[config.mk]
export PLATFORM = sky130hd
export DESIGN_NAME = muldiv_sequencer
export DESIGN_NICKNAME = d
export VERILOG_FILES = /design/src/rtl/muldiv_pkg.sv /design/src/rtl/muldiv_core.sv /design/src/rtl/muldiv_sequencer.sv
export SDC_FILE = /design/constraint.sdc
export NUM_CORES = 1
export LEC_CHECK = 0
export CAP_MARGIN = 20
export CORE_MARGIN = 8
export CORE_UTILIZATION = 60
export DETAILED_ROUTE_END_ITERATION = 7
export PLACE_DENSITY_LB_ADDON = 0.15
export SLEW_MARGIN = 5
export SYNTH_ARGS = -nofsm -noshare
export SYNTH_HDL_FRONTEND = slang
export SYNTH_SLANG_ARGS = --single-unit
[constraint.sdc]
create_clock -name clk -period 5.18 [get_ports clk]
set_input_delay 1.036 -clock clk [delete_from_list [all_inputs] [get_ports clk]]
set_output_delay 1.036 -clock clk [all_outputs]
set_load 0.05 [all_outputs]
[src/rtl/muldiv_pkg.sv]
// Shared types and constants for the MULT/DIV sequencer and its iterative datapath.
package muldiv_pkg;

  localparam int DEFAULT_WIDTH = 32;

  localparam logic [3:0] ALU_MULT = 4'd10;
  localparam logic [3:0] ALU_DIV  = 4'd11;

  typedef enum logic [1:0] {
    IDLE,
    CALC,
    SIGN
  } stateT;

endpackage

[src/rtl/muldiv_core.sv]
// Iterative unsigned datapath: one shift-add multiply step or one restoring-divide step per cycle.
// MULDIV_EARLY_OUT_EN: report multiply completion once the remaining multiplier runs out of set bits.
module muldiv_core
  import muldiv_pkg::*;
#(
  parameter int WIDTH = DEFAULT_WIDTH
) (
  input  logic               clk,
  input  logic               rst,
  input  logic               load,
  input  logic               step,
  input  logic               isMult,
  input  logic [WIDTH-1:0]   magA,
  input  logic [WIDTH-1:0]   magB,
  output logic [2*WIDTH-1:0] product,
  output logic [WIDTH-1:0]   quotient,
  output logic [WIDTH-1:0]   remainder,
  output logic               multDone
);

  logic [2*WIDTH-1:0] acc;
  logic [2*WIDTH-1:0] mcand;
  logic [WIDTH-1:0]   mplier;
  logic [WIDTH-1:0]   remReg;
  logic [WIDTH-1:0]   dvdReg;
  logic [WIDTH-1:0]   divisor;

  // One extra bit so a divisor of magnitude 2^(WIDTH-1) still compares correctly.
  logic [WIDTH:0] shifted;
  logic [WIDTH:0] trial;
  logic           noBorrow;

  assign shifted  = {remReg, dvdReg[WIDTH-1]};
  assign trial    = shifted - {1'b0, divisor};
  assign noBorrow = ~trial[WIDTH];

  always_ff @(posedge clk) begin
    if (rst) begin
      acc     <= '0;
      mcand   <= '0;
      mplier  <= '0;
      remReg  <= '0;
      dvdReg  <= '0;
      divisor <= '0;
    end else if (load) begin
      acc     <= '0;
      mcand   <= {{WIDTH{1'b0}}, magA};
      mplier  <= magB;
      remReg  <= '0;
      dvdReg  <= magA;
      divisor <= magB;
    end else if (step) begin
      if (isMult) begin
        if (mplier[0]) begin
          acc <= acc + mcand;
        end
        mcand  <= mcand << 1;
        mplier <= mplier >> 1;
      end else begin
        remReg <= noBorrow ? trial[WIDTH-1:0] : shifted[WIDTH-1:0];
        dvdReg <= {dvdReg[WIDTH-2:0], noBorrow};
      end
    end
  end

  assign product   = acc;
  assign quotient  = dvdReg;
  assign remainder = remReg;

`ifdef MULDIV_EARLY_OUT_EN
  assign multDone = (mplier[WIDTH-1:1] == '0);
`else
  assign multDone = 1'b0;
`endif

endmodule

[src/rtl/muldiv_sequencer.sv]
// MULT/DIV controller: accepts signed ops, runs the iterative core, applies signs and owns HI/LO.
// MULDIV_EARLY_OUT_EN (see muldiv_core) lets short multiplies leave CALC early.
module muldiv_sequencer
  import muldiv_pkg::*;
#(
  parameter int WIDTH = DEFAULT_WIDTH
) (
  input  logic             clk,
  input  logic             rst,
  input  logic             start_mult,
  input  logic             start_div,
  input  logic [WIDTH-1:0] op_a,
  input  logic [WIDTH-1:0] op_b,
  input  logic             read_hi,
  input  logic             read_lo,
  output logic             busy,
  output logic             stall,
  output logic [WIDTH-1:0] hi,
  output logic [WIDTH-1:0] lo,
  output logic             div_zero
);

  localparam int CW = $clog2(WIDTH);
  localparam logic [CW-1:0] LAST_ITER = CW'(WIDTH - 1);

  stateT state;
  stateT nextState;

  logic [CW-1:0]      iterCount;
  logic               load;
  logic               step;
  logic               lastIter;
  logic               opIsMult;
  logic               negResult;
  logic               negRem;
  logic               divZeroOp;
  logic [WIDTH-1:0]   magA;
  logic [WIDTH-1:0]   magB;
  logic [2*WIDTH-1:0] product;
  logic [WIDTH-1:0]   quotient;
  logic [WIDTH-1:0]   remainder;
  logic               multDone;

  assign magA = op_a[WIDTH-1] ? -op_a : op_a;
  assign magB = op_b[WIDTH-1] ? -op_b : op_b;

  assign lastIter = (iterCount == LAST_ITER) || (opIsMult && multDone);

  muldiv_core #(.WIDTH(WIDTH)) core (
    .clk       (clk),
    .rst       (rst),
    .load      (load),
    .step      (step),
    .isMult    (opIsMult),
    .magA      (magA),
    .magB      (magB),
    .product   (product),
    .quotient  (quotient),
    .remainder (remainder),
    .multDone  (multDone)
  );

  always_ff @(posedge clk) begin
    if (rst) begin
      state <= IDLE;
    end else begin
      state <= nextState;
    end
  end

  // Starts are only taken in IDLE; a stalled issue is simply re-presented until then.
  always_comb begin
    nextState = state;
    load      = 1'b0;
    step      = 1'b0;
    busy      = (state != IDLE);
    stall     = busy & (read_hi | read_lo | start_mult | start_div);
    case (state)
      IDLE: begin
        if (start_mult || start_div) begin
          load      = 1'b1;
          nextState = CALC;
        end
      end
      CALC: begin
        step = 1'b1;
        if (lastIter) begin
          nextState = SIGN;
        end
      end
      SIGN:    nextState = IDLE;
      default: nextState = IDLE;
    endcase
  end

  // MULT wins a simultaneous issue; a zero divisor is flagged at accept and forces LO to all ones.
  always_ff @(posedge clk) begin
    if (rst) begin
      iterCount <= '0;
      opIsMult  <= 1'b0;
      negResult <= 1'b0;
      negRem    <= 1'b0;
      divZeroOp <= 1'b0;
      div_zero  <= 1'b0;
      hi        <= '0;
      lo        <= '0;
    end else begin
      if (load) begin
        iterCount <= '0;
        opIsMult  <= start_mult;
        negResult <= op_a[WIDTH-1] ^ op_b[WIDTH-1];
        negRem    <= op_a[WIDTH-1];
        divZeroOp <= ~start_mult & (op_b == '0);
        div_zero  <= ~start_mult & (op_b == '0);
      end else if (step) begin
        iterCount <= iterCount + 1'b1;
      end
      if (state == SIGN) begin
        if (opIsMult) begin
          {hi, lo} <= negResult ? -product : product;
        end else begin
          hi <= negRem ? -remainder : remainder;
          lo <= divZeroOp ? '1 : (negResult ? -quotient : quotient);
        end
      end
    end
  end

endmodule

# == After elaboration in Yosys (flattened, before gate mapping) ==
# Cells that the tools add are included.
# classes
n_addsub,8
multipliers,0
div_mod_pow,0
n_lt_le_gt_ge,0
n_eq_ne,6
n_shift,0
n_mux,24
bitwise_logic,9
reduce_logical,13
# op_table
operator,n
32-bit two-way mux,17
32-bit negator,4
64-bit adder,1
64-bit two-way mux,1
64-bit negator,1
33-bit by 32-bit subtractor with 33-bit output,1
32-bit zero test,1
2-bit AND reduction,5
2-bit nonzero test,3
5-bit by 1-bit adder with 5-bit output (second input constant),1
5-bit equality test (second input constant),1
2-bit two-way mux,2
2-bit != test (second input constant),2
2-bit one-hot mux with 2 select lines,1
1-bit two-way mux,3
1-bit NOT,3
1-bit bitwise OR,3
3-bit AND reduction,1
1-bit AND,2
2-bit by 1-bit equality test with 1-bit output (second input constant),1
2-bit equality test (second input constant),1
2-bit zero test,1
2-bit by 1-bit != test with 1-bit output (second input constant),1
2-bit OR reduction,1
2 further kinds,2
# word_totals
reg_bits,331
latchBits,0
ramBits,0
mem_bits_ro,0
inputBits,70
out_inout_bits,67
word_cells,75
mem_count,0

# == Depth between registers and ports, before layout ==
# Gate-level depths: netlist of the first run.
# depth
word_depth,5
ltp_mapped,15
ltp_nobuf,13

# == By module ==
# A second synthesis of the first run with hierarchy kept.
# hier_totals
hier_cells,2971
hier_area_um2,22591.7
# by_module_without_submodules
module,instances,cells_per_inst,area_per_inst_um2,seq_area_each_um2
muldiv_core,1,2005,15177.1,5124.9
muldiv_sequencer,1,966,7414.6,1501.4

# == Least setup slack after synthesis of the first run ==
# Ideal clock, no wire load.
# synth_timing
path_type,input to register
start,input op_b[8]
end,register core.mplier[27]
setup_time_ns,0.134
arrival_ns,3.528
t_required_ns,5.046
setup_slack_ns,1.517
cell_stages,9
path_buffers,0
path_cell_list,or4_1 > or4_1 > nor3_1 > nand3_1 > or4_1 > o41ai_1 > xor2_1 > a21oi_1 > a21boi_0
# synth_between
elab_chain_len,3
# synth_lines
item,line,rtl
"start, declared",muldiv_sequencer.sv:13,"input logic [WIDTH-1:0] op_b,"
32-bit negator,muldiv_sequencer.sv:45,assign magB = op_b[WIDTH-1] ? -op_b : op_b;
32-bit two-way mux,muldiv_sequencer.sv:45,
32-bit two-way mux,muldiv_core.sv:45,end else if (load) begin
"end signal, assigned",muldiv_core.sv:48,mplier <= magB;
"end signal, assigned",muldiv_core.sv:58,mplier <= mplier >> 1;
"end, declared",muldiv_core.sv:23,logic [WIDTH-1:0] mplier;
# No other way between the ends.
# A chain may end at the register's enable or synchronous reset.

# == Worst setup path in the final report of the first run ==
# layout_timing
start,register core.acc[4] (netlist: core.product[4])
end,register hi[25]
# layout_between
elab_chain_len,3
# layout_lines
item,line,rtl
"start, declared",muldiv_core.sv:21,logic [2*WIDTH-1:0] acc;
"start signal, assigned",muldiv_core.sv:55,acc <= acc + mcand;
64-bit negator,muldiv_sequencer.sv:120,"{hi, lo} <= negResult ? -product : product;"
64-bit two-way mux,muldiv_sequencer.sv:120,
32-bit two-way mux,muldiv_sequencer.sv:119,if (opIsMult) begin
"end signal, assigned",muldiv_sequencer.sv:120,
"end signal, assigned",muldiv_sequencer.sv:122,hi <= negRem ? -remainder : remainder;
"end, declared",muldiv_sequencer.sv:18,"output logic [WIDTH-1:0] hi,"
# No other way between the ends.

==> summary.txt, run 1 <==
status -> complete, no violations
Flop pwr share -> 38.8%
initial antenna violation count -> 1
CTS buffer count -> 39
Area growth, synth to finish -> 13.5%
GRT Total Usage -> 31.7%
Switching Power -> 2220 uW
# resized after CTS -> 0
worst hold path startpoint -> lo[0]$_SDFFE_PP0N_
RSZ-0062 raised after global routing -> false
number of fill cells -> 3060
Non-Filler Instances -> 3303
count leader, synth -> a21oi_1
Slew headroom -> 24.4%
minimum clock period -> 4.41 ns
Max Slew Vio Count -> 0
post-CTS setup buffers -> 0
Final Hold Viols -> 0
Setup TNS -> 0 ns
first-pass GRT wire length -> 109000 microns
reg-to-reg startpoint -> core.product[4]$_SDFFE_PP0P_
Port Buffers -> 136
root buffer cell -> clkbuf_16
register area share after synthesis -> 30.3%
Final Cycle Share -> 85.1%
WL per Instance -> 20.7 microns
Int Power -> 5040 uW
dpl hpwl -> 50300 microns
die width -> 207 microns
Gate Count Post-Synth -> 2769
synthesized flop and latch total -> 331
Power Dens Cells -> 293 nW/um^2
Yosys warning count -> 0
largest net degree at the start of global routing -> 86
Antenna Nets Post-Route -> 0
Hold-fix buffers, CTS -> 0
share of the synthesized area in the top cell type -> 30.3%
Most used DFF post-synth -> dfxtp_1
syn nets -> 2943
die height -> 207 microns
CP Data Arrival Time -> 4.83 ns
H-tree depth -> 2
cell area after synthesis -> 21800 sq um
endpoints failing setup -> 0
reg2reg end -> hi[25]$_SDFFE_PP0N_
Worst EP required -> 5.60 ns
CP endpoint kind -> register
post-synth top area cell -> dfxtp_1
CTS sink cnt -> 331
fmax -> 227 MHz
ys async rst share -> 0%
Pre-antenna DRT Iters -> 6
worst hold stages -> 2
Max-Cap Viols -> 0
worst hold endpoint -> lo[0]$_SDFFE_PP0N_
CTS tree -> yes
Post-route DRC -> 0
reg2reg setup slack -> 0.77 ns
Clock Latency Late Sink -> 0.57 ns
clk buf depth -> 3
Ports -> 137
CTS clk-pin slew, worst paths -> 0.06 ns
remaining global-route overflow -> 0
vias in the first global route -> 20100
Vias -> 21200
final wirelength -> 68500 microns
share of post-route cells with drive strength above 1 -> 4.44%
Clock power frac -> 40.5%
Clock Skews -> 0.0163 ns
CORE AREA -> 36300 sq um
Hold WC Path Type -> reg2reg
DR iter-0 viols -> 1928
Slew @ Worst Pin -> 1.12 ns
area of the die -> 42800 sq um
Static Leak -> 0.00981 uW
final RePlAce weighted congestion -> 0.964
Initial Util -> 60.2%
dpl cells -> 3231
diode count -> 0
average vias per placed instance -> 6.42
VDD IR max -> 0.295 mV
crit path kind -> reg2reg
Syn Area/Cell -> 7.89 sq um
Yosys cell types -> 71
Sw Share -> 30.5%
EDFF count, synth -> 0
Comb power frac -> 20.7%
Startpoint Class -> register
ranking of synthesized cells by area -> dfxtp_1 (30%), a21oi_1 (8.1%), xor2_1 (6.7%)
nets -> 2980
r2r worst-path depth -> 10
row cnt -> 70
worst-path maximum fanout -> 10
Post-synth top cells -> a21oi_1 (352), nand2_1 (337), dfxtp_1 (331)
-- worst max-delay path: stages (launching register included) --
cell and delay [ns]:
dfxtp_1 0.38, or4_1 0.63, nor4_1 0.94, nand3_1 0.41, or4_1 0.70, or3_1 0.47, o31ai_1 0.27, xor2_1 0.17
nand2_1 0.06, o21ai_0 0.12, o21ai_0 0.11
-- cell usage in the layout (no fill, tap or decap), types with 5 or more instances in the layout --
cell | Yosys | routed
nand3_1 | 45 | 45
nor2_1 | 165 | 160
xor2_1 | 166 | 166
buf_4 | 3 | 26
a31oi_1 | 25 | 25
inv_1 | 69 | 69
o21bai_1 | 15 | 15
or3_1 | 29 | 29
a211oi_1 | 32 | 32
a21o_1 | 46 | 46
nor4_1 | 18 | 18
dfxtp_1 | 331 | 329
nor2b_1 | 21 | 21
xnor2_1 | 91 | 91
nand4_1 | 27 | 27
o21ai_0 | 174 | 174
nand2_1 | 337 | 335
o31ai_1 | 54 | 54
nand3b_1 | 10 | 10
nor3_1 | 21 | 21
a21boi_0 | 119 | 119
clkbuf_8 | 0 | 11
and2_1 | 8 | 8
clkdlybuf4s50_1 | 0 | 135
a21oi_1 | 352 | 352
o21a_1 | 12 | 12
nand2b_1 | 19 | 17
ha_1 | 102 | 102
or2_2 | 7 | 7
a221oi_1 | 34 | 34
clkbuf_16 | 0 | 40
and3_1 | 9 | 8
o211ai_1 | 13 | 13
o41ai_1 | 27 | 27
mux2i_1 | 113 | 113
clkbuf_1 | 140 | 5
o2111ai_1 | 5 | 5
or4_1 | 35 | 35
-- layer usage --
layer	vias up	GRT usage, %	part of all wire [%]
met5	-	0	0
met4	0	9.77	2.6
met3	112	5.62	8.3
met2	855	49.8	45
met1	10100	43.8	45
li1	10100	-	-
-- cells by family (layout without fill, tap and decap cells) --
logic type | after synthesis | count (layout) | synth area share, %
buffers and inverters | 236 | 302 | 4.17
xor gates and xnor gates | 257 | 257 | 10.3
DFF | 331 | 331 | 30.3
adders and majority gates | 104 | 104 | 6.03
muxes | 113 | 113 | 5.18
AOI/OAI and AO/OA | 955 | 955 | 27.4
and+or+nand+nor | 773 | 773 | 16.6
-- metrics by stage --
step,util (%),hold slack [ns],power [uW],instance area (sq um),setup WS (ns)
final,68.4,0.455,7260,24800,0.773
after floorplan,-,0.434,3900,21800,1.52
after global placement,64.5,0.437,4280,23400,0.847
after CTS,68.3,0.456,7260,24800,0.871
after detailed placement,64.5,0.446,4330,23400,0.759
after global routing,68.4,0.478,7540,24800,0.563
-- flip-flops by register name, indices dropped and copies added (netlist names) --
signal / cells
negRem: 1
core.mcand: 64
lo: 32
core.quotient: 32
divZeroOp: 1
core.product: 64
hi: 32
core.divisor: 32
iterCount: 5
opIsMult: 1
state: 2
negResult: 1
core.mplier: 32
core.remainder: 32
-- worst max path at each step --
stage	start	end	depth (start not counted)	slack, ns
6_report	core.product[4]$_SDFFE_PP0P_	hi[25]$_SDFFE_PP0N_	10	0.77
5_1_grt	core.product[4]$_SDFFE_PP0P_	hi[25]$_SDFFE_PP0N_	10	0.56
4_1_cts	core.product[4]$_SDFFE_PP0P_	hi[25]$_SDFFE_PP0N_	10	0.87
3_5_place_dp	op_b[6]	core.mplier[26]$_SDFFE_PP0P_	10	0.76
3_3_place_gp	op_b[8]	core.mplier[26]$_SDFFE_PP0P_	10	0.85
2_1_floorplan	op_b[8]	core.mplier[27]$_SDFFE_PP0P_	9	1.52
-- power groups by stage --
stage | clock network (uW) | registers [uW] | logic (uW)
global route | 3060 | 2830 | 1640
finish | 2940 | 2820 | 1500
floorplan | 0 | 2810 | 1090
CTS | 2970 | 2810 | 1470
detailed placement | 0 | 2870 | 1460
global placement | 0 | 2860 | 1420
-- area by class of cell --
| class | count | area [sq um] | area share (%) |
|---|---|---|---|
| multi-input combinational | 2202 | 14400 | 57.9 |
| sequential | 331 | 6630 | 26.8 |
| timing repair buffer | 163 | 1590 | 6.40 |
| clock buffer | 56 | 1170 | 4.72 |
| tap | 468 | 586 | 2.36 |
| inverter | 69 | 259 | 1.04 |
| clock inverter | 14 | 198 | 0.797 |
Power figures use the tool's default switching activity.
==> run 2: changes to the inputs <==
--- a/config.mk
+++ b/config.mk
@@ -6,8 +6,10 @@
 export NUM_CORES = 1
 export LEC_CHECK = 0
 export CAP_MARGIN = 20
+export CELL_PAD_IN_SITES_DETAIL_PLACEMENT = 1
+export CELL_PAD_IN_SITES_GLOBAL_PLACEMENT = 1
 export CORE_MARGIN = 8
-export CORE_UTILIZATION = 60
+export CORE_UTILIZATION = 49
 export DETAILED_ROUTE_END_ITERATION = 7
 export PLACE_DENSITY_LB_ADDON = 0.15
 export SLEW_MARGIN = 5
==> summary.txt, run 2 (synthesis results as in run 1) <==
status -> complete, no violations
Setup TNS -> 0 ns (unchanged)
Max-Cap Viols -> 0 (unchanged)
crit path kind -> reg2reg
commonest cells after routing, fill and taps aside -> a21oi_1 (352), nand2_1 (335), dfxtp_1 (329)
RSZ-0062 raised after global routing -> false
CP Data Arrival Time -> 4.92 ns (+0.09 ns)
Port Buffers -> 136 (unchanged)
endpoints failing setup -> 0 (unchanged)
CORE AREA -> 44100 sq um (+22%)
minimum clock period -> 4.44 ns (+0.0309 ns)
CP endpoint kind -> register
post-CTS setup buffers -> 0 (unchanged)
Hold WC Path Type -> reg2reg
Slew @ Worst Pin -> 1.06 ns (-0.0588 ns)
dpl hpwl -> 57000 microns (+13%)
worst-path maximum fanout -> 9 (-1)
number of fill cells -> 5415 (+77%)
Post-route DRC -> 0 (unchanged)
share of post-route cells with drive strength above 1 -> 4.54% (+0.096 points)
remaining global-route overflow -> 0 (unchanged)
area of the die -> 51600 sq um (+21%)
Final Cycle Share -> 85.7% (+0.60 points)
Antenna Nets Post-Route -> 0 (unchanged)
Startpoint Class -> register
# resized after CTS -> 0 (unchanged)
die width -> 227 microns (+9.8%)
DR iter-0 viols -> 1496 (-22%)
CTS clk-pin slew, worst paths -> 0.06 ns (about the same)
WL per Instance -> 22.4 microns (+8.0%)
Worst EP required -> 5.67 ns (+0.07 ns)
final wirelength -> 76900 microns (+12%)
nets -> 2984 (+0.13%)
Pre-antenna DRT Iters -> 6 (unchanged)
VDD IR max -> 0.205 mV (-30%)
root buffer cell -> clkbuf_16
CTS tree -> yes
average vias per placed instance -> 6.25 (-2.6%)
Max Slew Vio Count -> 0 (unchanged)
Slew headroom -> 28.9% (+4.5 points)
Clock Skews -> 0.0211 ns (+0.00481 ns)
H-tree depth -> 2 (unchanged)
CTS sink cnt -> 331 (unchanged)
Power Dens Cells -> 291 nW/um^2 (-0.67%)
CTS buffer count -> 40 (+2.6%)
vias in the first global route -> 21600 (+7.7%)
row cnt -> 77 (+10%)
initial antenna violation count -> 0 (-1)
Area growth, synth to finish -> 14.2%
Ports -> 137 (unchanged)
die height -> 227 microns (+9.8%)
Hold-fix buffers, CTS -> 0 (unchanged)
fmax -> 225 MHz (-0.70%)
GRT Total Usage -> 29.0% (-2.7 points)
most common library cell in the layout ignoring fill and taps -> a21oi_1
Vias -> 21500 (+1.2%)
Clock Latency Late Sink -> 0.58 ns (about the same)
Static Leak -> 0.00981 uW (about the same)
final RePlAce weighted congestion -> 0.951 (-1.3%)
largest net degree at the start of global routing -> 86 (unchanged)
Finished Core Util -> 56.5% (-12 points)
clk buf depth -> 3 (unchanged)
WHS -> 0.448 ns (-0.00664 ns)
Final Hold Viols -> 0 (unchanged)
Initial Util -> 49.5% (-11 points)
first-pass GRT wire length -> 121000 microns (+11%)
==> run 2: path summary, 6_finish.rpt <==
kind,from,end,slack [ns],cells past startpoint
max,core.product[1]$_SDFFE_PP0P_,hi[28]$_SDFFE_PP0N_,0.74,12
min,lo[25]$_SDFFE_PP0N_,lo[25]$_SDFFE_PP0N_,0.45,1
max reg2reg,core.product[1]$_SDFFE_PP0P_,hi[28]$_SDFFE_PP0N_,0.74,12
min reg2reg,lo[25]$_SDFFE_PP0N_,lo[25]$_SDFFE_PP0N_,0.45,1
==> run 2: area by class of cell <==
type	instances	area (sq um)	share of cell area [%]
Antenna cell	1	2.50	0.0100
Sequential cell	331	6630	26.6
Tap cell	592	741	2.97
Clock buffer	59	1190	4.79
Clock inverter	14	136	0.547
Multi-Input combinational cell	2202	14400	57.6
Timing Repair Buffer	166	1600	6.43
Inverter	69	259	1.04
==> run 2: per-layer routing <==
layer  track usage, %  share of wire (%)  up-vias
met4             7.82                2.2        0
met1             40.6                 47    10700
li1                 -                  -    10100
met5                0                  0        -
met3             3.89                5.9      111
met2             46.4                 45      579
==> run 2: worst max-delay path, cell delays in order (launching register included) <==
cell     delay (ns)
dfxtp_1        0.36
inv_1          0.13
ha_1           0.18
or3b_2         0.52
nor4_1         0.71
nand3_1        0.34
or3_4          0.48
or2_1          0.37
or3_4          0.44
o31ai_1        0.29
xor2_1         0.11
a211o_1        0.30
a21oi_1        0.12
==> run 2: power breakdown <==
part	leakage [uW]	switching, uW	internal [uW]
sequential	0.00270	149	2670
clock	0.000656	1200	1700
combinational	0.00646	944	593
==> run 2: per-stage QoR <==
stage	area, sq um	cells	power (uW)	setup slack, ns
2_1_floorplan	21800	2769	3900	1.52
3_3_place_gp	23600	3358	4310	0.767
3_5_place_dp	23600	3359	4370	0.665
4_1_cts	24900	3432	7260	0.846
5_1_grt	24900	3433	7530	0.630
6_report	24900	3434	7260	0.742
